$ cat config.mk
export PLATFORM = sky130hd
export DESIGN_NAME = stage3_split_lsu
export DESIGN_NICKNAME = d
export VERILOG_FILES = /design/src/rtl/stage3_split_lsu.sv
export SDC_FILE = /design/constraint.sdc
export NUM_CORES = 1
export LEC_CHECK = 0
export CORE_MARGIN = 1.5
export CORE_UTILIZATION = 30
export CTS_BUF_LIST = sky130_fd_sc_hd__clkbuf_2 sky130_fd_sc_hd__clkbuf_4 sky130_fd_sc_hd__clkbuf_8
export CTS_CLUSTER_DIAMETER = 30
export DETAILED_ROUTE_END_ITERATION = 16
export SYNTH_ARGS = -nofsm -noshare
export SYNTH_HDL_FRONTEND = slang
export SYNTH_SLANG_ARGS = --single-unit
$ cat constraint.sdc
create_clock -name CLK -period 9.3 [get_ports CLK]
set_input_delay 2.325 -clock CLK [delete_from_list [all_inputs] [get_ports CLK]]
set_output_delay 2.325 -clock CLK [all_outputs]
set_load 0.01 [all_outputs]
$ cat src/rtl/stage3_split_lsu.sv
// -----------------------------------------------------------------------------
// stage3_split_lsu
//
// Load/store unit for the stage3 memory stage. It sits between the ex/mem
// pipeline register and the data generic bus. It generates byte enables,
// positions store data on the bus lanes and extends load results for
// XLEN 32 or 64, with optional big-endian lane order. Misaligned accesses
// are either split into two aligned bus beats (SPLIT_EN=1) or reported
// through mal_fault (SPLIT_EN=0).
//
// Parameters
//   XLEN      data/address width (32 or 64); NB = XLEN/8 lanes
//   SPLIT_EN  1: split lane-crossing accesses into two beats, 0: fault
//   BIG_END   1: reverse lane order of bus_byte_en, bus_wdata, bus_rdata
//
// Ports
//   CLK, RST            clock (rising edge), asynchronous active-high reset
//   req_ren/req_wen     load/store request, held until done
//   req_type            funct3 (B/H/W/D/BU/HU/WU)
//   req_addr/req_wdata  byte address, right-justified store data
//   suppress            blocks acceptance of a new request
//   busy_o              stall request to the hazard unit
//   done                1-cycle completion pulse, rdata_o valid with it
//   mal_fault/size_err  1-cycle fault pulses, request not accepted
//   bus_*               generic data bus master side
// -----------------------------------------------------------------------------
module stage3_split_lsu #(
    parameter int XLEN     = 32,
    parameter bit SPLIT_EN = 1'b1,
    parameter bit BIG_END  = 1'b0
) (
    input  logic                 CLK,
    input  logic                 RST,
    input  logic                 req_ren,
    input  logic                 req_wen,
    input  logic [2:0]           req_type,
    input  logic [XLEN-1:0]      req_addr,
    input  logic [XLEN-1:0]      req_wdata,
    input  logic                 suppress,
    output logic                 busy_o,
    output logic                 done,
    output logic [XLEN-1:0]      rdata_o,
    output logic                 mal_fault,
    output logic                 size_err,
    output logic [XLEN-1:0]      bus_addr,
    output logic                 bus_ren,
    output logic                 bus_wen,
    output logic [XLEN/8-1:0]    bus_byte_en,
    output logic [XLEN-1:0]      bus_wdata,
    input  logic [XLEN-1:0]      bus_rdata,
    input  logic                 bus_busy
);

    localparam int NB = XLEN / 8;
    localparam int OW = $clog2(NB);
    localparam int SW = OW + 4;
    localparam logic [4:0] NB_C = 5'(NB);

    typedef enum logic [1:0] {
        IDLE   = 2'd0,
        FIRST  = 2'd1,
        SECOND = 2'd2
    } state_t;

    state_t state, state_nxt;

    // latched request
    logic [2:0]      type_q;
    logic [XLEN-1:0] addr_q;
    logic [XLEN-1:0] wdata_q;
    logic            load_q;
    // logical-lane read data of beat0 of a split load
    logic [XLEN-1:0] hold_q;

    logic accept;
    logic capture;

    // ------------------------------------------------------------------
    // helper functions
    // ------------------------------------------------------------------
    function automatic logic [4:0] width_bytes(input logic [2:0] t);
        return 5'd1 << t[1:0];
    endfunction

    function automatic logic is_misaligned(input logic [2:0] t, input logic [OW-1:0] off);
        logic [4:0] o;
        o = 5'(off);
        return |(o & (width_bytes(t) - 5'd1));
    endfunction

    function automatic logic is_size_err(input logic [2:0] t);
        return (XLEN == 32) && ((t[1:0] == 2'b11) || (t == 3'b110));
    endfunction

    function automatic logic [XLEN-1:0] swap_lanes(input logic [XLEN-1:0] d);
        logic [XLEN-1:0] r;
        r = '0;
        for (int i = 0; i < NB; i++) begin
            r[8*i +: 8] = d[8*(NB-1-i) +: 8];
        end
        return r;
    endfunction

    function automatic logic [NB-1:0] swap_be(input logic [NB-1:0] b);
        logic [NB-1:0] r;
        r = '0;
        for (int i = 0; i < NB; i++) begin
            r[i] = b[NB-1-i];
        end
        return r;
    endfunction

    function automatic logic [XLEN-1:0] mask_lanes(input logic [XLEN-1:0] d,
                                                   input logic [NB-1:0]   be);
        logic [XLEN-1:0] r;
        r = '0;
        for (int i = 0; i < NB; i++) begin
            r[8*i +: 8] = be[i] ? d[8*i +: 8] : 8'h00;
        end
        return r;
    endfunction

    // W sign-extends to the full register; at XLEN=32 that is a no-op.
    function automatic logic [XLEN-1:0] load_extend(input logic [2:0]      t,
                                                    input logic [XLEN-1:0] d);
        logic [XLEN-1:0] r;
        r = d;
        case (t)
            3'b000: begin r = {XLEN{d[7]}};  r[7:0]  = d[7:0];  end
            3'b001: begin r = {XLEN{d[15]}}; r[15:0] = d[15:0]; end
            3'b010: begin r = {XLEN{d[31]}}; r[31:0] = d[31:0]; end
            3'b100: begin r = '0;            r[7:0]  = d[7:0];  end
            3'b101: begin r = '0;            r[15:0] = d[15:0]; end
            3'b110: begin r = '0;            r[31:0] = d[31:0]; end
            default: r = d;
        endcase
        return r;
    endfunction

    // ------------------------------------------------------------------
    // decode of the incoming request (used only in IDLE)
    // ------------------------------------------------------------------
    logic            req_any;
    logic            in_size_err;
    logic            in_mal;

    // RST gating keeps every output at 0 while reset is held.
    assign req_any     = (req_ren | req_wen) & ~suppress & ~RST;
    assign in_size_err = is_size_err(req_type);
    assign in_mal      = !SPLIT_EN && is_misaligned(req_type, req_addr[OW-1:0]);

    // ------------------------------------------------------------------
    // decode of the latched request
    // ------------------------------------------------------------------
    logic [OW-1:0]   off_q;
    logic [4:0]      off5_q;
    logic [4:0]      end_q;
    logic            cross_q;
    logic [XLEN-1:0] beat0_addr;
    logic [XLEN-1:0] beat1_addr;
    logic [SW-1:0]   sh0;
    logic [SW-1:0]   sh1;
    logic [NB-1:0]   be0_l;
    logic [NB-1:0]   be1_l;
    logic [XLEN-1:0] wdata0_l;
    logic [XLEN-1:0] wdata1_l;
    logic [XLEN-1:0] rdata_l;
    logic [2*XLEN-1:0] merged;
    logic [XLEN-1:0] load_result;

    assign off_q      = addr_q[OW-1:0];
    assign off5_q     = 5'(off_q);
    assign end_q      = off5_q + width_bytes(type_q);
    assign cross_q    = end_q > NB_C;
    assign beat0_addr = {addr_q[XLEN-1:OW], {OW{1'b0}}};
    assign beat1_addr = beat0_addr + XLEN'(NB);
    assign sh0        = SW'({off_q, 3'b000});
    assign sh1        = SW'(8 * NB) - sh0;

    always_comb begin
        be0_l = '0;
        be1_l = '0;
        for (int i = 0; i < NB; i++) begin
            be0_l[i] = (5'(i) >= off5_q) && (5'(i) < end_q);
            be1_l[i] = cross_q && (5'(i + NB) < end_q);
        end
    end

    assign wdata0_l = mask_lanes(wdata_q << sh0, be0_l);
    assign wdata1_l = mask_lanes(wdata_q >> sh1, be1_l);

    // Loads are assembled in logical lane order: beat1 above beat0, then
    // shifted down by the offset.
    assign rdata_l     = BIG_END ? swap_lanes(bus_rdata) : bus_rdata;
    assign merged      = (state == SECOND) ? {rdata_l, hold_q} : {{XLEN{1'b0}}, rdata_l};
    assign load_result = load_extend(type_q, XLEN'(merged >> sh0));

    // ------------------------------------------------------------------
    // state and hold register
    // ------------------------------------------------------------------
    always_ff @(posedge CLK or posedge RST) begin
        if (RST) begin
            state  <= IDLE;
            hold_q <= '0;
        end else begin
            state <= state_nxt;
            if (capture) begin
                hold_q <= rdata_l;
            end
        end
    end

    // request capture; contents are only consumed after an accept
    always_ff @(posedge CLK) begin
        if (accept) begin
            type_q  <= req_type;
            addr_q  <= req_addr;
            wdata_q <= req_wdata;
            load_q  <= req_ren;
        end
    end

    // ------------------------------------------------------------------
    // next state and outputs
    // ------------------------------------------------------------------
    always_comb begin
        state_nxt   = state;
        accept      = 1'b0;
        capture     = 1'b0;
        busy_o      = 1'b0;
        done        = 1'b0;
        rdata_o     = '0;
        mal_fault   = 1'b0;
        size_err    = 1'b0;
        bus_addr    = '0;
        bus_ren     = 1'b0;
        bus_wen     = 1'b0;
        bus_byte_en = '0;
        bus_wdata   = '0;

        case (state)
            IDLE: begin
                if (req_any) begin
                    if (in_size_err) begin
                        size_err = 1'b1;
                    end else if (in_mal) begin
                        mal_fault = 1'b1;
                    end else begin
                        accept    = 1'b1;
                        busy_o    = 1'b1;
                        state_nxt = FIRST;
                    end
                end
            end

            FIRST: begin
                bus_addr    = beat0_addr;
                bus_ren     = load_q;
                bus_wen     = ~load_q;
                bus_byte_en = BIG_END ? swap_be(be0_l) : be0_l;
                if (!load_q) begin
                    bus_wdata = BIG_END ? swap_lanes(wdata0_l) : wdata0_l;
                end
                busy_o = 1'b1;
                if (!bus_busy) begin
                    if (cross_q) begin
                        capture   = load_q;
                        state_nxt = SECOND;
                    end else begin
                        busy_o    = 1'b0;
                        done      = 1'b1;
                        rdata_o   = load_q ? load_result : '0;
                        state_nxt = IDLE;
                    end
                end
            end

            SECOND: begin
                bus_addr    = beat1_addr;
                bus_ren     = load_q;
                bus_wen     = ~load_q;
                bus_byte_en = BIG_END ? swap_be(be1_l) : be1_l;
                if (!load_q) begin
                    bus_wdata = BIG_END ? swap_lanes(wdata1_l) : wdata1_l;
                end
                busy_o = 1'b1;
                if (!bus_busy) begin
                    busy_o    = 1'b0;
                    done      = 1'b1;
                    rdata_o   = load_q ? load_result : '0;
                    state_nxt = IDLE;
                end
            end

            default: begin
                state_nxt = IDLE;
            end
        endcase
    end

endmodule
==> flow_summary_export.csv <==
group,metric,value,unit
outcome,outcome,"complete, no violations",
yosys,yosysTopAreaCell,"edfxtp_1",
cts,clock_sinks,102,
die,die_width,160,um
cts,clk_latency,0.40,ns
die,core,0.0242,mm2
yosys,synth_edf_count,68,
setup_path,path_class,"reg2out",
layout,fin_area,0.00991,mm2
yosys,muxShareOfSynthArea,18.5,%
cts,cts_buffers,9,
timing,max_freq,0.139,GHz
die,die-area,0.0255,mm2
routing,vias,6817,
timing,fin_ws,2.09,ns
setup_path,cp-start-kind,"flip-flop",
timing,period_minus_slack,7.21,ns
cts,cts_setup_buffers,0,
setup_path,worstPathRequired,6.98,ns
hold_path,min_path_type,"reg2reg",
setup_path,cp.arrival,4.88,ns
yosys,seq_area_frac_synth,39.2,%
layout,fill_cells,2418,
cts,clkTransAtPathRegs,0.11,ns
routing,wl_per_cell,18.4,um
cts,clk_path_buf_depth,2,
yosys,ys_warn_count,0,
grt,grt_pass1_vias,6456,
die,ioPinCount,211,
routing,drc,0,
timing,clock_skew,0.00996,ns
timing,worst_pin_slew,1.30,ns
pwr,powerDensity,180,mW/mm2
cts,cts_resized,0,
place,post-dp-hpwl,16.4,mm
yosys,ys_top_cells_by_count,"mux2i_1, edfxtp_1, nor2_1",
pwr,power_leakage,3.54,nW
timing,maxSlewViolCount,0,
place,pre_cts_ws,2.08,ns
place,io_buffers,207,
grt,grt_usage,18.3,%
pwr,ir_worst_vdd,0.0878,mV
layout,final_core_util,40.9,%
die,die_height,160,um
timing,final-setup-viol-count,0,
timing,rsz0062_at_grt,"no",
yosys,async_flop_share,33.3,%
grt,antenna_found_initial,0,
yosys,synth_compound_area_share,19.5,%
cts,cts_tree,"done",
grt,grt_overflow,0,
yosys,synth-xor-area-share,0.831,%
yosys,synthAdderAreaFrac,2.14,%
yosys,synth_ff_type,"edfxtp_1",
yosys,ys_ff_latch,102,
routing,drtIter0Drc,483,
pwr,finalPower,0.00178,W
yosys,synth_top_family_by_area,"compound AO/OA/AOI/OAI gates",
yosys,synth_area,0.00738,mm2
routing,wirelength,23.5,mm
timing,tns,0,ns
grt,grt_pass1_wl,36.5,mm
timing,layout_worst_path_cycle_share,77.5,%
setup_path,cp_max_fo,26,
yosys,netlist_top_cells_area,"edfxtp_1, dfrtp_1, mux2i_1",
yosys,synth_cell_types,62,
routing,drt-pass1-iter-count,5,
die,initial_core_util,30.4,%
yosys,syn_avg_cell_area,9.53,um2
place,gp_congestion,0.829,
cts,hold_buffers,0,
layout,antenna_cells,0,
setup_path,critPathCaptureType,"output pin",
yosys,synth_top_area_share,27.7,%
routing,ant_nets,0,
place,place_area,0.00968,mm2
run,cap_violations,0,
routing,vias_per_cell,5.35,
yosys,netlist_instances,774,
yosys,synthMostInstantiatedCell,"mux2i_1",
layout,area_growth,34.3,%
layout,nets,1062,
yosys,yosys.area_share.simple,15.2,%
timing,max_slew_margin,13.3,%
grt,grt_max_degree,87,
layout,layout-drive-gt1-share,10.8,%
cts,cts_root_buffer,"clkbuf_8",
timing,finalHoldViolCount,0,
die,rows,57,
cts,htree_levels,3,
-- kinds of logic (layout without fill, tap and decap cells) --
group                      count (synthesis)  in the layout
and+or+nand+nor                          230            230
muxes                                    130            130
DFF                                      102            102
other                                      1              3
buffers and inverters                     75            249
xor gates and xnor gates                   7              7
adders and majority gates                 12             12
AOI/OAI and AO/OA                        217            217
-- state kept, by name, indices dropped and copies added, names as in the netlist --
name	count
state	2
hold_q	32
type_q	3
addr_q	32
load_q	1
wdata_q	32
-- where the power goes --
group | internal [W] | total [W] | switching (W)
Sequential | 0.000589 | 0.000645 | 0.0000568
Clock | 0.000159 | 0.000344 | 0.000185
Combinational | 0.000373 | 0.000795 | 0.000422
-- final timing paths --
check | from | to | slack (ns) | cells after the start
worst max-delay path | type_q[1] | rdata_o[31] | 2.09 | 10
worst min-delay path | hold_q[14] | hold_q[14] | 0.51 | 1
worst max register to register | type_q[1] | hold_q[19] | 5.42 | 9
worst min register to register | hold_q[14] | hold_q[14] | 0.51 | 1
max in group asynchronous | RST | hold_q[27] | 6.58 | 3
min in group asynchronous | RST | state[0] | 2.39 | 3
-- layout make-up --
type | instances | area, um2 | area share, %
Clock buffer | 9 | 124 | 1.25
Sequential cell | 102 | 2890 | 29.2
Inverter | 14 | 52.6 | 0.530
Tap cell | 324 | 405 | 4.09
Multi-Input combinational cell | 599 | 4160 | 42.0
Clock inverter | 7 | 111 | 1.12
Timing Repair Buffer | 219 | 2160 | 21.8
-- stage by stage --
stage | hold slack [ns] | std cells
after CTS | 0.512 | 1274
after global routing | 0.524 | 1274
final | 0.512 | 1274
after detailed placement | 0.487 | 1258
after floorplan | 0.474 | 776
after global placement | 0.481 | 1258
-- worst max-delay path, cell delays in order, from the launching register on --
cell and delay, ns:
edfxtp_1 0.78, nor2_1 0.81, ha_1 0.30, inv_1 0.06, fa_1 0.54, nor2b_1 0.19
nor2_1 0.11, a211oi_4 0.59, o31ai_4 0.31, nor2_1 0.23, clkdlybuf4s50_1 0.56
-- layout by cell type, fill, tap and decap left out, types with 3 or more instances in the layout --
cell type / instances
nor3_1: 7
inv_1: 12
nor4_1: 3
o21ai_0: 61
o221a_2: 4
and3_1: 5
nor2_1: 67
conb_1: 3
nand4_1: 8
dfrtp_1: 34
nand3_1: 33
nand2b_1: 8
o31ai_1: 5
o22ai_1: 28
a31oi_1: 8
edfxtp_1: 68
a32oi_1: 9
nor2b_1: 5
mux2i_1: 78
a22o_1: 9
clkbuf_8: 9
and2_1: 6
o2bb2ai_1: 6
buf_4: 12
mux2_2: 52
xnor2_1: 3
clkdlybuf4s50_1: 207
or2_2: 10
nand2_1: 63
a22oi_1: 12
o311ai_0: 5
o21a_1: 12
ha_1: 10
a311oi_1: 6
a21oi_1: 36
xor2_1: 4
inv_8: 3
-- layer usage --
metal	global-route usage (%)	part of all wire (%)
met1	25.0	45
met2	28.8	46
met3	4.29	7.2
met4	5.31	1.9
met5	0	0
No activity file was read; power rests on OpenSTA's default activity.
